$ cat src/rtl/led_blinker_multi.sv
// Multi-channel LED driver: a shared prescaler tick paces per-channel OFF/ON/BLINK/BURST
// engines, each with its own half-period and burst count, configured through a write port.
`timescale 1ns/1ps

module led_blinker_multi #(
  parameter int unsigned CLK_HZ   = 50000000,
  parameter int unsigned TICK_HZ  = 1000,
  parameter int unsigned CHANNELS = 4,
  parameter int unsigned PERIOD_W = 16,
  parameter int unsigned COUNT_W  = 8
) (
  input  logic                                              CLK50,
  input  logic                                              RST,
  input  logic                                              WR_EN,
  input  logic [((CHANNELS > 1) ? $clog2(CHANNELS) : 1)-1:0] WR_ADDR,
  input  logic [1:0]                                        WR_MODE,
  input  logic [PERIOD_W-1:0]                               WR_PERIOD,
  input  logic [COUNT_W-1:0]                                WR_COUNT,
  output logic [CHANNELS-1:0]                               LED,
  output logic [CHANNELS-1:0]                               BUSY
);

  localparam int unsigned AW  = (CHANNELS > 1) ? $clog2(CHANNELS) : 1;
  localparam int unsigned DIV = CLK_HZ / TICK_HZ;
  localparam int unsigned PW  = $clog2(DIV);

  typedef enum logic [1:0] {
    MODE_OFF   = 2'd0,
    MODE_ON    = 2'd1,
    MODE_BLINK = 2'd2,
    MODE_BURST = 2'd3
  } mode_t;

  logic [PW-1:0] pre_q, pre_d;
  logic          tick;

  always_comb begin
    tick  = (pre_q == PW'(DIV - 1));
    pre_d = tick ? '0 : pre_q + 1'b1;
  end

  always_ff @(posedge CLK50 or posedge RST) begin
    if (RST) begin
      pre_q <= '0;
    end else begin
      pre_q <= pre_d;
    end
  end

  mode_t               mode_q  [CHANNELS];
  logic [PERIOD_W-1:0] half_q  [CHANNELS];
  logic [PERIOD_W-1:0] phase_q [CHANNELS];
  logic [COUNT_W-1:0]  rem_q   [CHANNELS];
  logic [CHANNELS-1:0] led_q;
  logic [CHANNELS-1:0] busy_q;

  mode_t               wr_mode;
  logic [PERIOD_W-1:0] wr_half;

  always_comb begin
    wr_mode = mode_t'(WR_MODE);
    wr_half = (WR_PERIOD == '0) ? PERIOD_W'(1) : WR_PERIOD;
  end

  // Per-channel decode against each index means out-of-range addresses hit no channel.
  always_ff @(posedge CLK50 or posedge RST) begin
    if (RST) begin
      for (int unsigned i = 0; i < CHANNELS; i++) begin
        mode_q[i]  <= MODE_OFF;
        half_q[i]  <= PERIOD_W'(1);
        phase_q[i] <= '0;
        rem_q[i]   <= '0;
      end
      led_q  <= '0;
      busy_q <= '0;
    end else begin
      for (int unsigned i = 0; i < CHANNELS; i++) begin
        if (WR_EN && (WR_ADDR == AW'(i))) begin
          half_q[i]  <= wr_half;
          phase_q[i] <= '0;
          rem_q[i]   <= WR_COUNT;
          case (wr_mode)
            MODE_OFF: begin
              mode_q[i] <= MODE_OFF;
              led_q[i]  <= 1'b0;
              busy_q[i] <= 1'b0;
            end
            MODE_ON: begin
              mode_q[i] <= MODE_ON;
              led_q[i]  <= 1'b1;
              busy_q[i] <= 1'b0;
            end
            MODE_BLINK: begin
              mode_q[i] <= MODE_BLINK;
              led_q[i]  <= 1'b1;
              busy_q[i] <= 1'b0;
            end
            MODE_BURST: begin
              if (WR_COUNT != '0) begin
                mode_q[i] <= MODE_BURST;
                led_q[i]  <= 1'b1;
                busy_q[i] <= 1'b1;
              end else begin
                mode_q[i] <= MODE_OFF;
                led_q[i]  <= 1'b0;
                busy_q[i] <= 1'b0;
              end
            end
          endcase
        end else if (tick && (mode_q[i] == MODE_BLINK || mode_q[i] == MODE_BURST)) begin
          if (phase_q[i] == half_q[i] - 1'b1) begin
            phase_q[i] <= '0;
            if (mode_q[i] == MODE_BLINK || led_q[i]) begin
              led_q[i] <= ~led_q[i];
            end else if (rem_q[i] > COUNT_W'(1)) begin
              rem_q[i] <= rem_q[i] - 1'b1;
              led_q[i] <= 1'b1;
            end else begin
              // Last burst cycle consumed: LED stays dark and the channel parks in OFF.
              rem_q[i]  <= '0;
              mode_q[i] <= MODE_OFF;
              busy_q[i] <= 1'b0;
            end
          end else begin
            phase_q[i] <= phase_q[i] + 1'b1;
          end
        end
      end
    end
  end

  assign LED  = led_q;
  assign BUSY = busy_q;

endmodule

$ cat config.mk
export PLATFORM = sky130hd
export DESIGN_NAME = led_blinker_multi
export DESIGN_NICKNAME = d
export VERILOG_FILES = /design/src/rtl/led_blinker_multi.sv
export SDC_FILE = /design/constraint.sdc
export NUM_CORES = 1
export LEC_CHECK = 0
export BUFFER_PORTS_ARGS = -buffer_cell sky130_fd_sc_hd__buf_2
export CAP_MARGIN = 25
export CELL_PAD_IN_SITES_DETAIL_PLACEMENT = 0
export CELL_PAD_IN_SITES_GLOBAL_PLACEMENT = 1
export CORE_MARGIN = 5
export CORE_UTILIZATION = 29
export DETAILED_ROUTE_END_ITERATION = 7
export GPL_ROUTABILITY_DRIVEN = 0
export GPL_TIMING_DRIVEN = 0
export PLACE_DENSITY_LB_ADDON = 0.1
export SYNTH_ARGS = -nofsm -noshare
export SYNTH_HDL_FRONTEND = slang
export SYNTH_SLANG_ARGS = --single-unit
$ cat constraint.sdc
create_clock -name CLK50 -period 15.4 [get_ports CLK50]
set_input_delay 0.77 -clock CLK50 [delete_from_list [all_inputs] [get_ports CLK50]]
set_output_delay 0.77 -clock CLK50 [all_outputs]
set_load 0.1 [all_outputs]
After elaboration in Yosys (flattened, before gate mapping)
Index checks and enable logic that the tools add are counted.
W data, S select, Z words.
{ "classes": {"addsub": 13, "magnitude_cmp": 4, "eq_ne": 27, "muxes": 99, "bitwise": 4, "n_reduce_logical": 46} }
{ "ops": {"columns": ["cell", "n"], "rows": [
  ["$mux W16", 14],
  ["$mux W8", 20],
  ["$add A16 B1 Y16 const B", 5],
  ["$eq A16 B16 Y1", 4],
  ["$sub A16 B1 Y16 const B", 4],
  ["$mux W2", 21],
  ["$mux W1", 41],
  ["$gt A8 B1 Y1 const B", 4],
  ["$sub A8 B1 Y8 const B", 4],
  ["$eq A2 B2 Y1 const B", 12],
  ["$reduce_and A3 Y1", 8],
  ["$eq A16 B16 Y1 const B", 1],
  ["$logic_not A16 Y1", 1],
  ["$ne A2 B2 Y1 const B", 8],
  ["$reduce_and A4 Y1", 4],
  ["$reduce_bool A2 Y1", 8],
  ["$reduce_bool A3 Y1", 4],
  ["$logic_and A1 B1 Y1", 8],
  ["$logic_or A1 B1 Y1", 8],
  ["$pmux W2 S4", 1],
  ["$reduce_bool A8 Y1", 1],
  ["$eq A2 B1 Y1 const B", 2],
  ["$logic_not A2 Y1", 2],
  ["$not A1 Y1", 4],
  ["4 further kinds", 4]
]} }
{ "totals": {"regBits": 192, "inputBits": 31, "output_inout_bits": 8} }

Logic depth before layout (Yosys ltp)
{ "depth": {"ltp_word": 6, "mapped_depth": 12} }

Worst setup path before layout
Ideal clock, no wire load.
{ "synth_path": {"path_type": "register to register", "from": "register half_q[35] (netlist name)", "to": "register rem_q[22] (netlist name)", "setup_ns": 0.128, "t_arrival_ns": 3.020, "t_required_ns": 15.272, "setup_slack_ns": 12.252, "path_stages_with_launch": 10, "path_buffers": 2, "period_less_slack_ns": 3.148, "cell_sequence": "dfrtp_1 buf_6 or4_4 or4_1 a311oi_1 or4b_4 buf_6 or3_4 o211ai_2 nand3_1"} }
{ "synth_via": {"elab_chain_cells": 4} }
{ "synth_lines": {"columns": ["item", "line_no", "rtl"], "rows": [
  ["from (decl)", "51", "logic [PERIOD_W-1:0] half_q [CHANNELS];"],
  ["from (signal, indexed assignment)", "79", "half_q[i] <= wr_half;"],
  ["$sub A16 B1 Y16", "111", "if (phase_q[i] == half_q[i] - 1'b1) begin"],
  ["$eq A16 B16 Y1", "111", null],
  ["$reduce_bool A2 Y1 (no line)", null, null],
  ["$reduce_and A3 Y1 (no line)", null, null],
  ["to (signal, indexed assignment)", "116", "rem_q[i] <= rem_q[i] - 1'b1;"],
  ["to (decl)", "53", "logic [COUNT_W-1:0] rem_q [CHANNELS];"]
]} }
No other way between the ends.
A chain may end at the register's enable or synchronous reset.

Final worst setup path
{ "layout_path": {"from": "register half_q[16] (netlist name)", "to": "register rem_q[13] (netlist name)"} }
The elaborated chain is that of the path after synthesis.

==> results.py <==
metrics = {
    "critical_path": {
        "worstSetupEndpoint": "rem_q[13]",
        "path_max_fanout": 6,
        "r2r-end": "rem_q[13]",
        "r2r_start": "half_q[16]",
        "critPathSlowestCell": "a2111oi_0",
        "r2r_cells": 11,
        "startpoint": "half_q[16]",
        "path_class": "flop to flop",
        "r2r_slack_ns": 11.54,
        "worst_ep_arrival_time_ns": 4.24,
        "cpMostUsedCell": "nand4b_1",
        "critPathLaunchType": "flop",
        "crit_chain": "inv_1 > ha_1 > nor2b_1 > o31a_1 > a2111oi_0 > nand4b_1 > nor3_1 > nand4b_1 > or4_1 > clkbuf_1 > o41ai_2",
        "cp-end-kind": "flop",
        "critical_path_required_ns": 15.79,
        "cp_num_cells": 11,
        "crit_buf_inv": 2,
        "cp_top_family": "compound AO/OA/AOI/OAI gates",
        "max_stage_delay_ns": 0.79,
    },
    "clock_network": {
        "cts-root-buf": "clkbuf_16",
        "cts_setup_buffers": 0,
        "cts_resized": 0,
        "clock_sinks": 192,
        "clk_pin_slew_worst_paths_ns": 0.08,
        "clkLatencyLatePin_ns": 0.48,
        "cts_buffers": 17,
        "cts_hold_buf": 0,
        "htree_levels": 4,
        "clock_path_buffers": 2,
        "cts_tree": "yes",
    },
    "logic_synthesis": {
        "ys_seq_area_frac": 0.4111,
        "ys.flop_type": "dfrtp_1",
        "synth_warnings": 0,
        "syn-num-nets": 1420,
        "synth_seq_cells": 192,
        "synth.avg_cell_area_um2": 8.540,
        "synth_cell_types": 80,
        "synth_edf_count": 0,
        "syn_area_um2": 11700,
        "synth_cells": 1370,
        "async_flop_share": 1.000,
    },
    "timing": {
        "hold_viol_final": 0,
        "setup_viol": 0,
        "tns_ns": 0,
        "slew_violations": 0,
        "fin_worst_skew_ns": 0.01268,
        "rsz0062_at_grt": "false",
        "worst_pin_slew_ns": 0.9798,
        "timing.final.crit_share": 0.2505,
        "slew_headroom": 0.3408,
        "timing.fmax_mhz": 259.2,
        "finalCriticalPeriod_ns": 3.858,
    },
    "layout": {
        "fillers": 4241,
        "drive_gt1_frac": 0.08252,
        "diodes": 0,
        "design_area_um2": 13190,
        "fin_nets": 1479,
        "area_delta_synth_final_pct": 12.77,
    },
    "floorplan": {
        "die_height_um": 210.9,
        "die-area_um2": 44460,
        "start_util": 0.2938,
        "die_w_um": 210.9,
        "core_um2": 39820,
        "num_io_pins": 39,
        "row_count": 73,
    },
    "power": {
        "ir_drop_mv": 0.06999,
        "swShare": 0.3535,
        "intPower_uw": 896.0,
        "pwr-share-seq": 0.446,
        "power_density_nw_per_um2": 105.0,
        "clockPowerShare": 0.332,
        "pwr-share-comb": 0.222,
        "p_leak_uw": 0.005624,
        "power_uw": 1386,
        "p_switching_uw": 489.9,
    },
    "global_routing": {
        "overflow": 0,
        "grt_usage": 0.1715,
        "antenna_found_initial": 0,
        "grt_pass1_wl_um": 59300,
        "first_global_vias": 9934,
        "grt_max_degree": 76,
    },
    "detailed_routing": {
        "finalWirelength_um": 37080,
        "dr_total_vias": 10010,
        "post_drt_wl_per_cell_um": 18.85,
        "viasPerCell": 5.087,
        "drtAntennaViolNets": 0,
        "dr.first_iter.drc_count": 599,
        "post-route-drc-count": 0,
        "drtPass1Iterations": 5,
    },
    "run": {
        "maxCapViolations": 0,
    },
    "run_status": {
        "outcome": "complete, no violations",
    },
    "placement": {
        "dpl.hpwl_um": 26890,
        "postPlaceCellArea_um2": 12610,
        "portBuffers": 36,
    },
    "worst_hold_path": {
        "hp-class": "input port to async pin",
    },
}
-- flip-flops by register name, indices dropped and copies added, names as in the netlist --
register / cells
half_q: 64
phase_q: 64
rem_q: 32
pre_q: 16
mode_q: 8
BUSY: 4
LED: 4
-- logic make-up (layout without fill, tap and decap cells) --
kind of cell               Yosys count  in the layout  synth area share
AOI/OAI and AO/OA                  172            172            0.1020
DFF                                192            192            0.4111
and+or+nand+nor                    726            726            0.3054
buffers and inverters               92            164           0.03133
adders and majority gates           19             19           0.02032
xor gates and xnor gates           143            143            0.1070
muxes                               26             26           0.02278
-- placed cells by master, fill, tap and decap left out, types with 7 or more instances in the layout --
| master | netlist | final |
|---|---|---|
| and3_1 | 19 | 19 |
| and2_1 | 8 | 8 |
| o31ai_1 | 8 | 8 |
| ha_1 | 19 | 19 |
| nand4b_1 | 7 | 7 |
| xor2_1 | 65 | 65 |
| clkbuf_1 | 46 | 46 |
| nor4_1 | 26 | 25 |
| nand4_1 | 39 | 39 |
| buf_2 | 2 | 40 |
| o22ai_1 | 16 | 16 |
| nand2b_1 | 16 | 16 |
| nor2b_1 | 15 | 15 |
| nor3_1 | 49 | 48 |
| or4_1 | 14 | 14 |
| inv_1 | 37 | 36 |
| a21oi_1 | 25 | 25 |
| nor2_1 | 142 | 142 |
| dfrtp_1 | 188 | 188 |
| clkbuf_16 | 0 | 17 |
| or3_1 | 21 | 21 |
| a31oi_1 | 14 | 14 |
| o21ai_0 | 33 | 33 |
| a21o_1 | 7 | 7 |
| nand2_1 | 272 | 272 |
| o41ai_1 | 7 | 7 |
| xnor2_1 | 78 | 78 |
| mux2i_1 | 21 | 21 |
| and4_1 | 9 | 9 |
| nand3_1 | 43 | 43 |
-- per-layer routing --
layer	part of all wire	track usage	wire (µm)
met5	0	0	0
met4	0.018	0.05209	650
met3	0.036	0.03654	1326
met2	0.45	0.2620	16540
met1	0.50	0.2444	18560
-- area by class of cell --
class,instances,area (µm²),area share
buffer,55,227.7,0.01726
clock buffer,17,425.4,0.03224
tap,525,656.9,0.04979
inverter,37,146.4,0.01110
clock inverter,15,147.6,0.01119
sequential,192,4810,0.3645
multi-input combinational,1086,6535,0.4953
timing repair buffer,40,245.2,0.01859
-- metrics by stage --
stage / worst slack [ns] / std cells / hold slack [ns] / utilization
2_1_floorplan: 9.409 / 1370 / 0.4547 / -
3_3_place_gp: 6.364 / 1931 / 0.4865 / 0.3148
3_5_place_dp: 11.46 / 1933 / 0.4906 / 0.3167
4_1_cts: 11.46 / 1965 / 0.2668 / 0.3311
5_1_grt: 11.17 / 1967 / 0.2880 / 0.3313
6_report: 11.54 / 1967 / 0.2868 / 0.3313
-- synth_stat cells (all sizes together) (6+ instances only) --
master	number	area (µm²)
a211oi	6	45.04
a21o	7	52.55
a21oi	25	125.1
a31oi	14	87.58
and2	9	56.31
and3	19	118.9
and4	9	78.83
buf	9	55.05
clkbuf	46	172.7
dfrtp	188	4705
ha	19	237.7
inv	37	138.9
mux2i	21	210.2
nand2	273	1027
nand2b	16	100.1
nand3	43	215.2
nand4	39	244.0
nand4b	7	61.31
nor2	143	539.3
nor2b	15	93.84
nor3	49	245.2
nor4	30	212.7
o211ai	7	57.55
o21ai	34	173.9
o22ai	16	100.1
o31ai	9	72.57
o41ai	8	77.58
or2	6	37.53
or3	23	153.9
or4	16	127.6
xnor2	78	683.2
xor2	65	569.3
-- worst min path at each step --
stage / endpoint / slack [ns] / cells after the start
after floorplan: pre_q[0] / 0.45 / 1
after global placement: pre_q[0] / 0.49 / 1
after detailed placement: pre_q[0] / 0.49 / 1
after CTS: pre_q[10] / 0.27 / 2
after global routing: pre_q[10] / 0.29 / 2
final: pre_q[10] / 0.29 / 2
-- power by group through the flow --
| stage | Sequential [µW] | Combinational [µW] | Clock [µW] |
|---|---|---|---|
| floorplan | 629 | 210 | 0 |
| global placement | 627 | 305 | 0 |
| detailed placement | 626 | 310 | 0 |
| CTS | 617 | 311 | 480 |
| global route | 627 | 347 | 496 |
| finish | 618 | 308 | 461 |
-- worst register-to-register path, cell delays in order (launching register included) --
cell and delay (ns):
dfstp_2 0.57, inv_1 0.05, ha_1 0.24, nor2b_1 0.18
o31a_1 0.28, a2111oi_0 0.79, nand4b_1 0.24, nor3_1 0.25
nand4b_1 0.13, or4_1 0.51, clkbuf_1 0.21, o41ai_2 0.31
No activity file was read; power rests on OpenSTA's default activity.
